--- src/rtl/uart_tx_if.sv ---
// uart_tx_if: valid/ready byte handshake feeding the UART transmitter FIFO.
// The producer side uses the master modport and the transmitter uses slave.
interface uart_tx_if;
    logic       axiiv;
    logic [7:0] axiid;
    logic       axiir;

    modport master (
        output axiiv,
        output axiid,
        input  axiir
    );

    modport slave (
        input  axiiv,
        input  axiid,
        output axiir
    );
endinterface

--- src/rtl/uart_tx.sv ---
// uart_tx: FIFO-buffered serial transmitter, 8N1 frames (start, 8 data LSB
// first, stop), back-to-back with no idle gap between queued bytes.
// Optional feature macro: UART_TX_PARITY_EN inserts an even-parity bit
// (8E1 frames). Leave it undefined when pairing with the 8N1 uart_rx.
module uart_tx #(
    parameter int BAUD    = 'd9600,
    parameter int CLK_FRQ = 50_000_000,
    parameter int DEPTH   = 4
) (
    input  logic     clk,
    input  logic     rst,
    uart_tx_if.slave byte_if,
    output logic     axiod,
    output logic     busy
);

    localparam int CYCLES_PER_BIT = CLK_FRQ / BAUD;
    localparam int PTR_W          = $clog2(DEPTH);
    localparam int CNT_W          = $clog2(CYCLES_PER_BIT + 1);

    localparam logic [CNT_W-1:0] CNT_LAST = CNT_W'(CYCLES_PER_BIT);
    localparam logic [CNT_W-1:0] CNT_ONE  = CNT_W'(1'b1);
    localparam logic [CNT_W-1:0] CNT_ZERO = {CNT_W{1'b0}};
    localparam logic [PTR_W-1:0] PTR_ONE  = PTR_W'(1'b1);
    localparam logic [PTR_W-1:0] PTR_ZERO = {PTR_W{1'b0}};
    localparam logic [PTR_W:0]   OCC_ONE  = (PTR_W + 1)'(1'b1);
    localparam logic [PTR_W:0]   OCC_ZERO = {(PTR_W + 1){1'b0}};
    localparam logic [PTR_W:0]   OCC_FULL = (PTR_W + 1)'(DEPTH);

    typedef enum logic [2:0] {
        IDLE   = 3'd0,
        START  = 3'd1,
        DATA   = 3'd2,
`ifdef UART_TX_PARITY_EN
        PARITY = 3'd3,
`endif
        STOP   = 3'd4
    } state_t;

    // Even parity: the parity bit makes the total count of ones even.
    function automatic logic even_parity(input logic [7:0] d);
        return ^d;
    endfunction

    state_t           state_r;
    logic [CNT_W-1:0] cnt_r;
    logic [2:0]       idx_r;
    logic [7:0]       shift_r;

    logic [7:0]       mem_r [DEPTH];
    logic [PTR_W-1:0] wr_ptr_r;
    logic [PTR_W-1:0] rd_ptr_r;
    logic [PTR_W:0]   occ_r;

    logic full_s;
    logic empty_s;
    logic push_s;
    logic pop_s;
    logic last_cycle_s;

    // FIFO status, handshake and pop decision from registered state only.
    always_comb begin
        full_s       = (occ_r == OCC_FULL);
        empty_s      = (occ_r == OCC_ZERO);
        last_cycle_s = (cnt_r == CNT_LAST);
        // A full FIFO refuses the push even when a pop happens this cycle.
        push_s       = byte_if.axiiv && !full_s;
        pop_s        = 1'b0;
        if (!empty_s) begin
            if (state_r == IDLE) begin
                pop_s = 1'b1;
            end else if ((state_r == STOP) && last_cycle_s) begin
                pop_s = 1'b1;
            end else begin
                pop_s = 1'b0;
            end
        end else begin
            pop_s = 1'b0;
        end
    end

    assign byte_if.axiir = !full_s;

    // FIFO pointers and occupancy; pointers wrap naturally at DEPTH.
    always_ff @(posedge clk) begin
        if (rst) begin
            wr_ptr_r <= PTR_ZERO;
            rd_ptr_r <= PTR_ZERO;
            occ_r    <= OCC_ZERO;
        end else begin
            if (push_s) begin
                wr_ptr_r <= wr_ptr_r + PTR_ONE;
            end
            if (pop_s) begin
                rd_ptr_r <= rd_ptr_r + PTR_ONE;
            end
            case ({push_s, pop_s})
                2'b10:   occ_r <= occ_r + OCC_ONE;
                2'b01:   occ_r <= occ_r - OCC_ONE;
                default: occ_r <= occ_r;
            endcase
        end
    end

    // FIFO storage; contents need no reset since the pointers gate reads.
    always_ff @(posedge clk) begin
        if (push_s) begin
            mem_r[wr_ptr_r] <= byte_if.axiid;
        end
    end

    // Frame sequencer with registered line and busy outputs.
    always_ff @(posedge clk) begin
        if (rst) begin
            state_r <= IDLE;
            cnt_r   <= CNT_ZERO;
            idx_r   <= 3'd0;
            shift_r <= 8'h00;
            axiod   <= 1'b1;
            busy    <= 1'b0;
        end else begin
            case (state_r)
                IDLE: begin
                    if (pop_s) begin
                        shift_r <= mem_r[rd_ptr_r];
                        axiod   <= 1'b0;
                        busy    <= 1'b1;
                        cnt_r   <= CNT_ONE;
                        state_r <= START;
                    end else begin
                        axiod   <= 1'b1;
                        busy    <= 1'b0;
                    end
                end
                START: begin
                    if (last_cycle_s) begin
                        idx_r   <= 3'd0;
                        cnt_r   <= CNT_ONE;
                        axiod   <= shift_r[0];
                        state_r <= DATA;
                    end else begin
                        cnt_r   <= cnt_r + CNT_ONE;
                    end
                end
                DATA: begin
                    if (last_cycle_s) begin
                        cnt_r <= CNT_ONE;
                        if (idx_r == 3'd7) begin
`ifdef UART_TX_PARITY_EN
                            axiod   <= even_parity(shift_r);
                            state_r <= PARITY;
`else
                            axiod   <= 1'b1;
                            state_r <= STOP;
`endif
                        end else begin
                            idx_r   <= idx_r + 3'd1;
                            axiod   <= shift_r[idx_r + 3'd1];
                        end
                    end else begin
                        cnt_r <= cnt_r + CNT_ONE;
                    end
                end
`ifdef UART_TX_PARITY_EN
                PARITY: begin
                    if (last_cycle_s) begin
                        cnt_r   <= CNT_ONE;
                        axiod   <= 1'b1;
                        state_r <= STOP;
                    end else begin
                        cnt_r   <= cnt_r + CNT_ONE;
                    end
                end
`endif
                STOP: begin
                    if (last_cycle_s) begin
                        if (pop_s) begin
                            // Next byte already queued: chain straight into its start bit.
                            shift_r <= mem_r[rd_ptr_r];
                            axiod   <= 1'b0;
                            cnt_r   <= CNT_ONE;
                            state_r <= START;
                        end else begin
                            axiod   <= 1'b1;
                            busy    <= 1'b0;
                            cnt_r   <= CNT_ZERO;
                            state_r <= IDLE;
                        end
                    end else begin
                        cnt_r <= cnt_r + CNT_ONE;
                    end
                end
                default: begin
                    state_r <= IDLE;
                    cnt_r   <= CNT_ZERO;
                    axiod   <= 1'b1;
                    busy    <= 1'b0;
                end
            endcase
        end
    end

endmodule
--- src/flat_wrapper.sv ---
// flat-port wrapper written by rule: the top's interface ports become plain ports
module uart_tx_flat 
#(
    parameter int BAUD    = 'd9600,
    parameter int CLK_FRQ = 50_000_000,
    parameter int DEPTH   = 4
)
  (clk, rst, axiod, busy, byte_if_axiiv, byte_if_axiid, byte_if_axiir);
  uart_tx_if byte_if_i ();
  input  logic clk;
  input  logic rst;
  output logic axiod;
  output logic busy;
  input wire logic [$bits(byte_if_i.axiiv)-1:0] byte_if_axiiv;
  input wire logic [$bits(byte_if_i.axiid)-1:0] byte_if_axiid;
  output wire logic [$bits(byte_if_i.axiir)-1:0] byte_if_axiir;
  assign byte_if_i.axiiv = byte_if_axiiv;
  assign byte_if_i.axiid = byte_if_axiid;
  assign byte_if_axiir = byte_if_i.axiir;
  uart_tx #(.BAUD(BAUD), .CLK_FRQ(CLK_FRQ), .DEPTH(DEPTH)) u_core (.clk(clk), .rst(rst), .byte_if(byte_if_i), .axiod(axiod), .busy(busy));
endmodule
--- config.mk ---
export PLATFORM = sky130hd
export DESIGN_NAME = uart_tx_flat
export DESIGN_NICKNAME = d
export VERILOG_FILES = /design/src/rtl/uart_tx_if.sv /design/src/rtl/uart_tx.sv /design/src/flat_wrapper.sv
export SDC_FILE = /design/constraint.sdc
export NUM_CORES = 1
export LEC_CHECK = 0
export ABC_AREA = 0
export CAP_MARGIN = 30
export CORE_MARGIN = 1
export CORE_UTILIZATION = 42
export DETAILED_ROUTE_END_ITERATION = 16
export GPL_ROUTABILITY_DRIVEN = 0
export GPL_TIMING_DRIVEN = 0
export PLACE_DENSITY_LB_ADDON = 0.2
export SYNTH_ARGS = -nofsm -noshare
export SYNTH_HDL_FRONTEND = slang
export SYNTH_SLANG_ARGS = --single-unit
--- constraint.sdc ---
create_clock -name clk -period 2.6 [get_ports clk]
set_input_delay 0.39 -clock clk [delete_from_list [all_inputs] [get_ports clk]]
set_output_delay 0.39 -clock clk [all_outputs]
set_load 0.01 [all_outputs]
Yosys cells after proc, flatten, opt, wreduce, memory -nomap -nowiden. Memories as Yosys holds them, arrays and structs flattened. A register that Yosys moved wholly into a read port is not among the register bits. Cells that the tools add are included.

Memories: 1. RAM bits: 32. Register bits: 36. Input port bits: 11.

Add/sub/neg operators: 6. Reduce and logical (&&, ||, !) cells: 14. Order comparisons: 1. Muxes and demuxes: 39. Equality and inequality tests: 15. Bitwise logic cells: 1.

Memory list: u_core.mem_r (depth 4, bits a word 8, rd ports 1, clocked after memory_dff 1, write ports 1, line uart_tx.sv:50) `logic [7:0] mem_r [DEPTH];`.

Operator list (number): $mux W13 (3); $pmux W13 S3 (1); $mux W3 (8); $mux W1 (16); $mux W8 (2); $pmux W8 S2 (1); $add A13 B1 Y13 const B (1); $eq A13 B13 Y1 const B (1); $pmux W3 S2 (2); $pmux W3 S4 (1); $ne A2 B1 Y1 const B (5); $eq A3 B3 Y1 const B (3); $add A3 B1 Y3 const B (2); $logic_not A3 Y1 (2); $reduce_and A3 Y1 (2); $reduce_bool A2 Y1 (3); $reduce_and A5 Y1 (1); $add A2 B1 Y2 const B (2); $lt A3 B4 Y1 const B (1); $mux W2 (2); $ne A2 B2 Y1 const B (2); $pmux W1 S4 (1); $reduce_and A4 Y1 (1); $bmux W1 S3 (1); other kinds (11) (12).

Logic depth before layout (Yosys ltp). Gate-level depths: netlist (run 1).

Word-level depth: 8. Mapped depth: 12.

Worst setup path before layout (run 1). No wires, ideal clock.

Path kind: register -> register. Start: register u_core.cnt_r[8]. End: register u_core.occ_r[2]. Buffers on the path: 1. Cell stages (with the launch flop): 11. Setup slack: -79 ps. Arrival time: 2608 ps. Cells stage by stage: dfxtp_1 -> or4b_4 -> o31a_1 -> clkbuf_1 -> nor2_1 -> ha_1 -> inv_1 -> fa_1 -> xor2_1 -> or3_1 -> a21oi_1.

Longest elaborated chain between the ends: 7.

RTL lines: from (decl) (line uart_tx.sv:46) `logic [CNT_W-1:0] cnt_r;`; from (signal assigned) (line uart_tx.sv:142) `cnt_r <= cnt_r + CNT_ONE;`; from (signal assigned) (line uart_tx.sv:161) `cnt_r <= cnt_r + CNT_ONE;`; from (signal assigned) (line uart_tx.sv:190) `cnt_r <= cnt_r + CNT_ONE;`; $eq A13 B13 Y1 * (line uart_tx.sv:65) `last_cycle_s = (cnt_r == CNT_LAST);`; $logic_and A1 B1 Y1 * (line uart_tx.sv:72) `end else if ((state_r == STOP) && last_cycle_s) begin`; $mux W1 * (line uart_tx.sv:72); $mux W1 * (line uart_tx.sv:70) `if (state_r == IDLE) begin`; $mux W1 * (line uart_tx.sv:69) `if (!empty_s) begin`; via u_core.pop_s (line uart_tx.sv:58) `logic pop_s;`; $eq A2 B1 Y1 / $eq A2 B2 Y1 (equally long branches) (line uart_tx.sv:97) `case ({push_s, pop_s})`; $pmux W3 S2 / $reduce_bool A2 Y1 (equally long branches); to (signal assigned) (line uart_tx.sv:98) `2'b10: occ_r <= occ_r + OCC_ONE;`; to (signal assigned) (line uart_tx.sv:99) `2'b01: occ_r <= occ_r - OCC_ONE;`; to (signal assigned) (line uart_tx.sv:100) `default: occ_r <= occ_r;`; to (decl) (line uart_tx.sv:53) `logic [PTR_W:0] occ_r;`.

The timed path passes the listed nets; every way through them passes the cells marked *. A chain may end at the register's enable or synchronous reset.

Worst setup path in the final report (run 1).
Start: register u_core.cnt_r[9]. End: register u_core.occ_r[2].

The elaborated chain is that of the path after synthesis.

==> impl_metrics.json, run 1 <==
{
  "fin_crit_sh": 0.974,
  "grt_max_degree": 15,
  "drive_above_1_share": 0.141,
  "synth.area.top_cells": "edfxtp_1, dfxtp_1, mux4_2, ha_1, o21ai_0",
  "final-hold-violation-count": 0,
  "clock.fmax_mhz": 395,
  "critPathRequiredTime_ns": 2.88,
  "power_density_nw_per_um2": 918,
  "synth_enable_flop_cells": 32,
  "root_buffer": "clkbuf_8",
  "critical_path.endpoint": "u_core.occ_r[2]",
  "ys_warn_count": 0,
  "p_comb_frac": 0.337,
  "post-route-util": 0.503,
  "antenna_found_initial": 0,
  "tightest_slew_ns": 0.975,
  "rows": 31,
  "syn-num-nets": 301,
  "synth.area.mux_share": 0.0765,
  "n_antenna_cell": 0,
  "power.internal_w": 0.00217,
  "yosysUniqueCellTypes": 48,
  "drtIter0Drc": 127,
  "drtPass1Iterations": 4,
  "drt-total-wl_um": 6380,
  "critPathKind": "flip-flop to flip-flop",
  "ys_ff_latch": 70,
  "rsz0062_at_grt": "true",
  "critical_path.max_fanout": 6,
  "cts_sinks": 70,
  "initial_core_util": 0.437,
  "fin_cells": 410,
  "area_growth_pct": 15.0,
  "r2r_start": "u_core.cnt_r[9]",
  "synth_compound_area_frac": 0.143,
  "routed-via-count": 2277,
  "h-tree-depth": 3,
  "cts_buffer_depth": 2,
  "yosys.area_share.simple": 0.148,
  "drc": 0,
  "dp_cells": 392,
  "leakagePower_nw": 1.19,
  "dieHeight_um": 89.4,
  "grt_pass1_vias": 2217,
  "hold_buffers": 0,
  "endpoint_kind": "flip-flop",
  "yosys.area_share.adder": 0.0414,
  "outcome": "finished, final reports clean",
  "yosys.area.top_type": "edfxtp_1",
  "dp_hpwl_um": 4390,
  "setup_viol": 0,
  "core_um2": 7330,
  "final_net_count": 327,
  "die-area_um2": 7990,
  "seqPwrFrac": 0.426,
  "grt_pass1_wl_um": 10700,
  "cts_buffers": 9,
  "synth_area_per_cell_um2": 11.4,
  "crit_path_start_kind": "flip-flop",
  "io_buffer_count": 13,
  "grt_usage": 0.183,
  "drtAntennaViolNets": 0,
  "synth_top_family_by_area": "simple AND/OR/NAND/NOR gates",
  "r2r_cells": 9,
  "synth_top_cell_area_share": 0.300,
  "cp_data_arrival_time_ns": 2.81,
  "syn_area_um2": 3210,
  "tritoncts": "built",
  "fin_skew_ns": 0.0109,
  "rrSetupSlack_ns": 0.07,
  "slew_viol_final": 0,
  "switchingPower_w": 0.00121,
  "clk_latency_ns": 0.35,
  "async_flop_share": 0,
  "slew_headroom": 0.345,
  "synth-xor-area-share": 0.0219,
  "crit_start": "u_core.cnt_r[9]",
  "hp-class": "flip-flop to flip-flop",
  "yosysSeqAreaShare": 0.537,
  "drv_cap": 0,
  "ios": 14,
  "path_clk_slew_ns": 0.08,
  "sw_frac_of_total": 0.358,
  "die_w_um": 89.4,
  "overflow": 0,
  "layout_min_cycle_time_ns": 2.53,
  "viasPerCell": 5.55,
  "r2r-end": "u_core.occ_r[2]",
  "netlist_instances": 280,
  "clkPwrFrac": 0.238,
  "ir_drop_mv": 0.414,
  "wl_per_cell_um": 15.6,
  "synth_ff_type": "dfxtp_1"
}
-- per-stage QoR --
stage	area, um2	hold slack, ns	total power (W)	setup WS (ns)	TNS (ns)
finish	3690	0.480	0.00339	0.0689	0
global route	3690	0.505	0.00362	-0.0467	-0.0467
CTS	3680	0.482	0.00339	0.0130	0
detailed placement	3480	0.470	0.00258	-0.170	-0.201
global placement	3480	0.467	0.00257	-0.181	-0.219
floorplan	3220	0.451	0.00227	0.0116	0
-- placed cells by master (no fill, tap or decap), types with 3 or more instances in the layout --
cell / n
mux4_2: 10
a211oi_1: 8
nand2_1: 13
clkbuf_8: 9
or4_1: 6
o31ai_1: 5
nand3_1: 15
o21ai_0: 21
xnor2_1: 3
o2111ai_1: 3
nor3b_1: 3
a21oi_1: 18
buf_4: 5
edfxtp_1: 32
and3_1: 5
nor3_1: 8
xor2_1: 5
inv_6: 3
buf_1: 4
ha_1: 8
nand4_1: 4
clkbuf_1: 6
nor2_1: 9
clkdlybuf4s50_1: 13
or3_1: 5
dfxtp_1: 37
inv_1: 12
-- power groups by stage --
stage / clock network (W) / registers [W] / logic, W
4_1_cts: 0.000825 / 0.00144 / 0.00112
2_1_floorplan: 0 / 0.00144 / 0.000831
6_report: 0.000805 / 0.00144 / 0.00114
3_5_place_dp: 0 / 0.00146 / 0.00112
5_1_grt: 0.000866 / 0.00146 / 0.00129
3_3_place_gp: 0 / 0.00146 / 0.00111
-- state kept, by name, indices dropped and copies added, names as in the netlist, named ones only --
| name | count |
|---|---|
| u_core.mem_r | 32 |
| u_core.cnt_r | 13 |
| u_core.shift_r | 8 |
| u_core.idx_r | 3 |
| u_core.occ_r | 3 |
| u_core.state_r | 3 |
| u_core.rd_ptr_r | 2 |
| u_core.wr_ptr_r | 2 |
| u_core.axiod | 1 |
| u_core.busy | 1 |
-- worst min-delay path by stage --
stage	from	cells past startpoint	slack, ns	to
floorplan	u_core.shift_r[4]	2	0.45	u_core.shift_r[4]
global placement	u_core.shift_r[7]	2	0.47	u_core.shift_r[7]
detailed placement	u_core.shift_r[7]	2	0.47	u_core.shift_r[7]
CTS	u_core.shift_r[5]	2	0.48	u_core.shift_r[5]
global route	u_core.shift_r[5]	2	0.50	u_core.shift_r[5]
finish	u_core.shift_r[4]	2	0.48	u_core.shift_r[4]
-- layout make-up --
cell class | instances | area (um2)
flip-flops and latches | 70 | 1730
inverters | 13 | 48.8
clock buffers | 9 | 124
multi-input cells | 183 | 1400
well taps | 99 | 124
fillers | 663 | 3640
plain buffers | 11 | 42.5
clock inverters | 7 | 56.3
repair buffers | 18 | 168
-- kinds of logic (layout without fill, tap and decap cells) --
kind of cell | count (synthesis) | after routing
and+or+nand+nor | 82 | 82
adders and majority gates | 10 | 10
xor gates and xnor gates | 8 | 8
buffers and inverters | 27 | 58
DFF | 70 | 70
AOI/OAI and AO/OA | 71 | 71
muxes | 12 | 12
-- timing repair --
item | in CTS | in global routing
gates resized for setup | 1 | 3
setup endpoints to repair | 2 | 2
buffers inserted | 5 | 0
pin swaps | 3 | 0
endpoints found under the hold margin | 0 | 0
-- synthesized netlist by cell type, types with 2 or more instances --
library cell	count
a211oi_1	8
dfxtp_1	38
nor2_1	10
xnor2_1	3
mux4_2	10
a21o_1	2
o31ai_1	5
or3_1	6
or4_1	6
ha_1	9
clkbuf_1	9
nand4b_1	2
nand2_1	13
and3_1	5
o2111ai_1	3
nor3b_1	3
nand4_1	4
a21oi_1	19
xor2_1	5
mux2i_1	2
nor3_1	8
a31oi_1	2
o31a_1	2
edfxtp_1	32
o21ai_0	21
nand3_1	15
inv_1	13
nor2b_1	2
buf_1	4
-- worst max-delay path, cell delays in order (launching register included) --
cell and delay, ns:
dfxtp_4 0.37, or4b_4 0.55, o31a_1 0.30, nor2_2 0.10
ha_2 0.19, inv_2 0.04, fa_2 0.32, xor2_1 0.16
or3_1 0.34, a21oi_2 0.12
-- layer usage --
layer  share of wire  up-vias  wire (um)  GRT usage
li1                -     1129          -          -
met1            0.46     1109       2920      0.233
met2            0.50       31       3200      0.300
met3           0.029        8        185     0.0489
met4           0.013        0         80     0.0664
met5               0        -          0          0
Note: power is estimated with default switching activity, not from simulation.
==> run 2, diff against run 1 <==
--- a/config.mk
+++ b/config.mk
@@ -6,13 +6,13 @@
 export NUM_CORES = 1
 export LEC_CHECK = 0
 export ABC_AREA = 0
-export CAP_MARGIN = 30
 export CORE_MARGIN = 1
 export CORE_UTILIZATION = 42
 export DETAILED_ROUTE_END_ITERATION = 16
 export GPL_ROUTABILITY_DRIVEN = 0
 export GPL_TIMING_DRIVEN = 0
 export PLACE_DENSITY_LB_ADDON = 0.2
+export SLEW_MARGIN = 5
 export SYNTH_ARGS = -nofsm -noshare
 export SYNTH_HDL_FRONTEND = slang
 export SYNTH_SLANG_ARGS = --single-unit
==> results of run 2 <==
Same layout as run 1: the final DEF is identical, and so are final timing and power.
==> run 3, diff against run 2 <==
--- a/config.mk
+++ b/config.mk
@@ -7,7 +7,7 @@
 export LEC_CHECK = 0
 export ABC_AREA = 0
 export CORE_MARGIN = 1
-export CORE_UTILIZATION = 42
+export CORE_UTILIZATION = 30
 export DETAILED_ROUTE_END_ITERATION = 16
 export GPL_ROUTABILITY_DRIVEN = 0
 export GPL_TIMING_DRIVEN = 0
==> run 3 against run 2 <==
Effect of this change: power rose by 6.0%; count of clock-buffer cells in the layout is the same; maximum frequency rose by 1.1%; clock skew grew 0.0035 ns; sequential share of layout area down 1.1 points; sequential cell count unchanged; global-route usage fell by 5.4 points.
==> impl_metrics.json, run 3 (synthesized netlist as in run 1, its figures left out) <==
{
  "clk_latency_ns": 0.35,
  "drv_cap": 0,
  "leakagePower_nw": 1.22,
  "drtAntennaViolNets": 0,
  "cpMaxStageDelayCell": "or4b_4",
  "layout_min_cycle_time_ns": 2.50,
  "grt_max_degree": 15,
  "antenna_found_initial": 0,
  "overflow": 0,
  "final_common_cell": "dfxtp_1",
  "worst-path-buf-inv": 1,
  "tightest_slew_ns": 0.962,
  "final_net_count": 327,
  "hold_ws_ns": 0.477,
  "critical-path-top-delay-family": "simple AND/OR/NAND/NOR gates",
  "slew_headroom": 0.354,
  "grt_pass1_vias": 2223,
  "drive_above_1_share": 0.141,
  "drc": 0,
  "grt_usage": 0.129,
  "viasPerCell": 5.09,
  "die-area_um2": 11100,
  "critical_path.max_fanout": 6,
  "wl_per_cell_um": 14.6,
  "root_buffer": "clkbuf_8",
  "largest_reg_flops": 32,
  "power_density_nw_per_um2": 951,
  "worst_hold_startpoint": "u_core.shift_r[5]",
  "largest_registers": "u_core.mem_r (32), u_core.cnt_r (13), u_core.shift_r (8)",
  "outcome": "finished, final reports clean",
  "endpoint_kind": "flip-flop",
  "drtPass1Iterations": 4,
  "r2r_start": "u_core.cnt_r[9]",
  "rsz0062_at_grt": "true",
  "rows": 37,
  "hold_buffers": 0,
  "mostFrequentLayoutCells": "dfxtp_1, edfxtp_1, o21ai_0, a21oi_1, nand3_1",
  "area_growth_pct": 17.8,
  "io_buffer_count": 13,
  "cts_buffer_depth": 2,
  "fin_skew_ns": 0.0144,
  "n_antenna_cell": 0,
  "fin_crit_sh": 0.963,
  "crit_start": "u_core.cnt_r[9]",
  "cts_sinks": 70,
  "slew_viol_final": 0,
  "path_cells": "or4b_4 -> o31a_1 -> nor2_2 -> ha_2 -> inv_1 -> fa_2 -> xor2_1 -> or3_1 -> a21oi_1",
  "regMostFlops": "u_core.mem_r",
  "die_w_um": 105,
  "cts_buffers": 9,
  "ir_drop_mv": 0.345,
  "dp_hpwl_um": 4530,
  "critPathKind": "flip-flop to flip-flop",
  "cp_data_arrival_time_ns": 2.78,
  "dieHeight_um": 105,
  "h-tree-depth": 3,
  "critPathRequiredTime_ns": 2.88,
  "ios": 14,
  "setup_viol": 0,
  "drtIter0Drc": 88,
  "finalSetupTns_ns": 0,
  "crit_path_start_kind": "flip-flop",
  "routed-via-count": 2273,
  "post-route-util": 0.366,
  "tritoncts": "built",
  "clock.fmax_mhz": 400,
  "initial_core_util": 0.311,
  "final-hold-violation-count": 0,
  "cpPeakStageDelay_ns": 0.55,
  "path_clk_slew_ns": 0.08,
  "drt-total-wl_um": 6520,
  "core_um2": 10300,
  "grt_pass1_wl_um": 11000,
  "hp-class": "flip-flop to flip-flop"
}
[run 3: changes by cell type in the layout (fill, tap and decap cells not counted), sizes merged]
cell / previous run / this run
bufinv: 0 / 2
clkinv: 3 / 1
clkinvlp: 1 / 0
inv: 16 / 17
[run 3: metrics by stage]
step	std cells	total power [W]	area (um2)	setup WS [ns]
6_report	447	0.00359	3770	0.0970
5_1_grt	447	0.00383	3770	-0.0347
4_1_cts	447	0.00361	3760	0.0135
3_5_place_dp	429	0.00259	3520	-0.139
3_3_place_gp	429	0.00259	3520	-0.129
2_1_floorplan	280	0.00227	3220	0.0116
[run 3: where the power goes]
group	internal (W)	leakage [nW]	switching (W)	total [W]
combinational	0.000478	0.495	0.000660	0.00114
clock	0.000555	0.117	0.000455	0.00101
sequential	0.00134	0.604	0.000100	0.00144
total	0.00237	1.22	0.00121	0.00359
[run 3: cell type report]
| class | count | area, um2 |
|---|---|---|
| fillers | 1024 | 6550 |
| flip-flops and latches | 70 | 1720 |
| multi-input cells | 183 | 1390 |
| well taps | 136 | 170 |
| repair buffers | 18 | 168 |
| clock buffers | 9 | 124 |
| clock inverters | 7 | 103 |
| inverters | 13 | 48.8 |
| plain buffers | 11 | 43.8 |
[run 3: metal layers]
| metal | vias to the layer above | routed length (um) | global-route usage | part of all wire |
|---|---|---|---|---|
| li1 | 1126 | - | - | - |
| met4 | 0 | 126 | 0.0503 | 0.019 |
| met5 | - | 0 | 0 | 0 |
| met2 | 41 | 2970 | 0.201 | 0.45 |
| met1 | 1094 | 3190 | 0.168 | 0.49 |
| met3 | 12 | 239 | 0.0371 | 0.037 |
[run 3: tightest hold or removal path, stage by stage, from the launching register on]
cell and delay [ns]:
dfxtp_1 0.31, o21ai_0 0.07, a21oi_1 0.06
[run 3: final timing paths]
check | end | slack, ns | cells after the start
setup / recovery | u_core.occ_r[2] | 0.1 | 9
setup reg to reg | u_core.occ_r[2] | 0.1 | 9
hold reg to reg | u_core.shift_r[5] | 0.48 | 2
hold / removal | u_core.shift_r[5] | 0.48 | 2
[run 3: timing repair]
item                                    CTS  global route
resized for setup                         1             3
pin swaps                                 3             0
endpoints found under the setup margin    2             2
setup buffers                             4             1
